`config.mk`:
```
export PLATFORM = sky130hd
export DESIGN_NAME = dbuf_rx_filt
export DESIGN_NICKNAME = d
export VERILOG_FILES = /design/src/rtl/dbuf_rx_pkg.sv /design/src/rtl/dsync_ff.sv /design/src/rtl/dbuf_rx_filt.sv
export SDC_FILE = /design/constraint.sdc
export NUM_CORES = 1
export LEC_CHECK = 0
export ABC_CLOCK_PERIOD_IN_PS = 1700
export CORE_UTILIZATION = 46
export CTS_BUF_LIST = sky130_fd_sc_hd__clkbuf_2
export CTS_CLUSTER_DIAMETER = 120
export CTS_CLUSTER_SIZE = 25
export DETAILED_ROUTE_END_ITERATION = 16
export PLACE_DENSITY = 0.72
export SLEW_MARGIN = 10
export SYNTH_ARGS = -nofsm -noshare
export SYNTH_HDL_FRONTEND = slang
export SYNTH_SLANG_ARGS = --single-unit
```
`constraint.sdc`:
```
create_clock -name clk -period 1.7 [get_ports clk]
set_clock_uncertainty 0.1 [all_clocks]
set_input_delay 0.425 -clock clk [delete_from_list [all_inputs] [get_ports clk]]
set_output_delay 0.425 -clock clk [all_outputs]
set_load 0.005 [all_outputs]
```
`src/rtl/dbuf_rx_pkg.sv`:
```
`default_nettype none
// ============================================================================
// Module      : dbuf_rx_pkg
// Description : Shared types and parameter checks for digital-buffer receivers.
// Revision    : 1.0 - initial release
// ============================================================================
package dbuf_rx_pkg;

    typedef enum logic [1:0] {
        LO = 2'd0,
        QH = 2'd1,
        HI = 2'd2,
        QL = 2'd3
    } rx_state_t;

    function automatic bit rx_params_ok(int sync_stages, int filt_cycles, int cnt_w);
        return (sync_stages >= 2) && (filt_cycles >= 1) && (cnt_w >= 1);
    endfunction

endpackage
`default_nettype wire

```
`src/rtl/dsync_ff.sv`:
```
`default_nettype none
// ============================================================================
// Module      : dsync_ff
// Description : N-stage level synchronizer, asynchronous reset to 0.
// Revision    : 1.0 - initial release
// ============================================================================
module dsync_ff #(
    parameter int STAGES = 2
) (
    input  logic clk,
    input  logic rst,
    input  logic d,
    output logic q
);

    logic [STAGES-1:0] r_sync;

    always_ff @(posedge clk or posedge rst) begin
        if (rst) begin
            r_sync <= '0;
        end else begin
            r_sync <= {r_sync[STAGES-2:0], d};
        end
    end

    assign q = r_sync[STAGES-1];

endmodule
`default_nettype wire

```
`src/rtl/dbuf_rx_filt.sv`:
```
`default_nettype none
// ============================================================================
// Module      : dbuf_rx_filt
// Description : Synchronize, deglitch and edge-detect an asynchronous level;
//               counts rejected glitches with saturation.
// Revision    : 1.0 - initial release
// ============================================================================
module dbuf_rx_filt
    import dbuf_rx_pkg::*;
#(
    parameter int SYNC_STAGES = 2,
    parameter int FILT_CYCLES = 4,
    parameter int CNT_W       = 8
) (
    input  logic             clk,
    input  logic             rst,
    input  logic             CELV,
    input  logic             CELG,
    input  logic             SUB,
    input  logic             i,
    input  logic             clr_cnt,
    output logic             o,
    output logic             rise,
    output logic             fall,
    output logic [CNT_W-1:0] glitch_cnt
);

    localparam int               c_qw       = $clog2(FILT_CYCLES + 1);
    localparam logic [c_qw-1:0]  c_q_last   = c_qw'(FILT_CYCLES - 1);
    localparam logic [c_qw-1:0]  c_q_one    = c_qw'(1);
    localparam logic [CNT_W-1:0] c_cnt_max  = '1;

    generate
        if (!rx_params_ok(SYNC_STAGES, FILT_CYCLES, CNT_W)) begin : g_bad_params
            $error("dbuf_rx_filt: illegal parameter combination");
        end
    endgenerate

    // Power/ground/substrate pins exist for netlist connectivity only.
    logic w_unused_pins;
    assign w_unused_pins = ^{CELV, CELG, SUB};

    logic w_s;

    dsync_ff #(
        .STAGES (SYNC_STAGES)
    ) u_sync (
        .clk (clk),
        .rst (rst),
        .d   (i),
        .q   (w_s)
    );

    rx_state_t        r_state, w_state_nx;
    logic [c_qw-1:0]  r_q, w_q_nx;
    logic             r_o, w_o_nx;
    logic             r_rise, w_rise_nx;
    logic             r_fall, w_fall_nx;
    logic             w_glitch;
    logic [CNT_W-1:0] r_cnt;

    always_ff @(posedge clk or posedge rst) begin
        if (rst) begin
            r_state <= LO;
            r_q     <= '0;
            r_o     <= 1'b0;
            r_rise  <= 1'b0;
            r_fall  <= 1'b0;
        end else begin
            r_state <= w_state_nx;
            r_q     <= w_q_nx;
            r_o     <= w_o_nx;
            r_rise  <= w_rise_nx;
            r_fall  <= w_fall_nx;
        end
    end

    always_comb begin
        w_state_nx = r_state;
        w_q_nx     = r_q;
        w_o_nx     = r_o;
        w_rise_nx  = 1'b0;
        w_fall_nx  = 1'b0;
        w_glitch   = 1'b0;
        case (r_state)
            LO: begin
                if (w_s) begin
                    if (FILT_CYCLES == 1) begin
                        w_state_nx = HI;
                        w_o_nx     = 1'b1;
                        w_rise_nx  = 1'b1;
                        w_q_nx     = '0;
                    end else begin
                        w_state_nx = QH;
                        w_q_nx     = c_q_one;
                    end
                end
            end
            QH: begin
                if (w_s) begin
                    if (r_q == c_q_last) begin
                        w_state_nx = HI;
                        w_o_nx     = 1'b1;
                        w_rise_nx  = 1'b1;
                        w_q_nx     = '0;
                    end else begin
                        w_q_nx = r_q + c_q_one;
                    end
                end else begin
                    w_state_nx = LO;
                    w_q_nx     = '0;
                    w_glitch   = 1'b1;
                end
            end
            HI: begin
                if (!w_s) begin
                    if (FILT_CYCLES == 1) begin
                        w_state_nx = LO;
                        w_o_nx     = 1'b0;
                        w_fall_nx  = 1'b1;
                        w_q_nx     = '0;
                    end else begin
                        w_state_nx = QL;
                        w_q_nx     = c_q_one;
                    end
                end
            end
            QL: begin
                if (!w_s) begin
                    if (r_q == c_q_last) begin
                        w_state_nx = LO;
                        w_o_nx     = 1'b0;
                        w_fall_nx  = 1'b1;
                        w_q_nx     = '0;
                    end else begin
                        w_q_nx = r_q + c_q_one;
                    end
                end else begin
                    w_state_nx = HI;
                    w_q_nx     = '0;
                    w_glitch   = 1'b1;
                end
            end
            default: begin
                w_state_nx = LO;
                w_q_nx     = '0;
            end
        endcase
    end

    // Clear wins over a same-cycle rejection; the count sticks at all-ones.
    always_ff @(posedge clk or posedge rst) begin
        if (rst) begin
            r_cnt <= '0;
        end else if (clr_cnt) begin
            r_cnt <= '0;
        end else if (w_glitch && (r_cnt != c_cnt_max)) begin
            r_cnt <= r_cnt + 1'b1;
        end
    end

    assign o          = r_o;
    assign rise       = r_rise;
    assign fall       = r_fall;
    assign glitch_cnt = r_cnt;

endmodule
`default_nettype wire

```
==> results.md <==
* Final WL at 1744 µm
* Io pins at 18
* Slew @ Worst Pin at about 0.53 ns
* Leakage at approximately 0.00059 µW
* Gr usage total at 0.1936
* Crit end category: output pin
* Hold_sp: u_sync.r_sync[0]
* Main synth FF type: dfrtp_1
* Final Cycle Share at 0.9505
* Post-synth ARST share at 1.000
* Fmax at 618.9 MHz
* Mean post-synth cell area at 10.57 µm²
* Final setup violation count at 0
* Total number of vias at roughly 710
* Most frequent cells in the layout: dfrtp_1, buf_4, nor2_1, nand2_1, dlygate4sd2_1
* Num CTS Buffers at 3
* Hold WS at 0.2757 ns
* DRC at 0
* Port Buffers at 14
* Gate Count Post-Synth at 81
* CTS tree: done
* Tot Pwr at ~1100 µW
* Synth cell types at 33
* 1st-iter DRT viols at 12
* Congestion Overflow GR at 0
* Final Max Tran Viols at 0
* Die ar. at 0.002037 mm²
* Critical path arrival at 1.09 ns
* Layout cells sized above 1 at 0.2432
* Synth area leader: dfrtp_1
* Worst vdd ir at approximately 0.68 mV
* Placer Congestion at between 0.7 and 0.8
* Final Instance Area at 0.001179 mm²
* Status: completed
* Post-Syn Nets at 90
* Reg2Reg Depth at 7
* Critical setup path kind: flip-flop to output pin
* First-pass GRT wire length at between 2000 and 3000 µm
* Worst Hold Depth at 0
* Drt pass-1 iters at 4
* H-tree depth at 1
* Min Clock Period, post-route at 1.616 ns
* YS warnings at 0
* Reg2Reg Capture Point: glitch_cnt[1]
* Vias per cell at between 5 and 6
* Die W at 45.14 µm
* Root Buffer: clkbuf_2
* Area Growth Syn to Fin at 37.72%
* Synth top area share at 0.5263
* DR WL/cell at between 10 and 15 µm
* Worst skew pair latency at ~0.30 ns
* Largest net degree at the start of global routing at 19
* Reg2reg setup slack at 0.09 ns
* Leading cell type in the layout, fill and taps excluded: dfrtp_1
* Crit path launch type: flip-flop
* Power Density at 943.0 mW/mm²
* Max Buffers Root-to-Sink at 2
* Critical Path RT at between 1 and 1.5 ns
* Initial Utilization at 0.4957
* Die Ht at ~45 µm
* Placed insts at 124
* Synth Register Bits at 18
* Max-cap violations at 0
* Worst hold-check path type: flip-flop to flip-flop
* NumNets Final at ~120
* Vias in the first global route at about 670
* Relative slew slack at 0.6435
* Placed inst area at 0.001064 mm²
* End point of the worst hold path: u_sync.r_sync[1]
* Post-synth EDFFs at 0
* Initial antenna violation count at 0
* Clk sinks at 18
* ANT nets after route at 0
* Final non-filler cell total at 136
* DPL Wire Length at about 1100 µm
* # rows at 15
* Largest fanout on the critical path at 3
* Final hold vios at 0
* Ranking of synthesized cells by area: dfrtp_1, nor2_1, nand2_1
* Core area at 0.001727 mm²
* Post-synthesis instance area at 855.8 µm²
* Antenna Cells at 0
* Clk pin slew, worst setup/hold paths at 0.16 ns
* Sequential element share of the synthesized area at 0.5263
* Setup TNS at 0 ns
* Reg2reg start: glitch_cnt[0]
## worst max-delay path by stage
stage | depth (start not counted) | end | startpoint | slack [ns]
after floorplan | 5 | glitch_cnt[6] | glitch_cnt[0] | 0.07
after global placement | 5 | glitch_cnt[6] | glitch_cnt[1] | 0.08
after detailed placement | 5 | glitch_cnt[6] | glitch_cnt[1] | 0.08
after CTS | 1 | o | o | 0.004
after global routing | 7 | glitch_cnt[1] | glitch_cnt[0] | -0.05
final | 2 | glitch_cnt[0] | glitch_cnt[0] | 0.08
## sequential cells by signal, indices dropped and copies added (netlist names), named ones only
name / flops
o: 1
fall: 1
glitch_cnt: 8
r_q: 3
r_state: 1
u_sync.r_sync: 2
rise: 1
## through the flow
step | worst slack, ns | utilization
floorplan | 0.07098 | -
global placement | 0.08495 | 0.6159
detailed placement | 0.07989 | 0.6159
CTS | 0.004070 | 0.6623
global route | -0.05073 | 0.6826
finish | 0.08420 | 0.6826
## Yosys cell counts (2+ instances only)
master	instances
nor2_1	10
xnor2_1	2
xor2_1	2
ha_1	2
nand3_1	2
nor3b_1	2
nand4_1	2
nor3_1	2
o21ai_0	5
nand2_1	9
a21oi_1	4
dfrtp_1	18
## timing repair
item / in CTS / in global routing
setup buffers: 7 / 1
gates resized for setup: 9 / 7
hold buffers: 0 / 0
endpoints found under the setup margin: 9 / 8
pin swaps: 1 / 3
## final cells by class
| type | instances | area, µm² |
|---|---|---|
| flip-flops and latches | 18 | 451.7 |
| inverters | 1 | 3.754 |
| clock buffers | 3 | 15.01 |
| clock inverters | 1 | 3.754 |
| fillers | 141 | 548.0 |
| repair buffers | 28 | 250.2 |
| well taps | 25 | 31.28 |
| multi-input cells | 60 | 422.9 |
## kinds of logic after synthesis
kind of cell | share of synthesized area
fa+ha+maj | 0.02924
xor+xnor | 0.05995
compound gates | 0.1433
flops | 0.5263
mux | 0.01170
buf+inv | 0.01461
simple gates | 0.2149
## routing by layer
layer / track usage / vias up / wire [µm]
met5: 0 / - / 0
met1: 0.2706 / 336 / 793
li1: - / 350 / -
met3: 0.02400 / 5 / 81
met2: 0.3072 / 23 / 842
met4: 0.07273 / 0 / 26
## report_power, final
part	switching, µW	internal, µW	total [µW]
logic	208	175	384
registers	59.3	489	549
clock network	128	51.1	179
## critical path: stages, from the launching register on
cell and delay (ns):
dfrtp_1 0.41, buf_4 0.14, dlygate4sd2_1 0.25
Note: power is estimated with default switching activity, not from simulation.
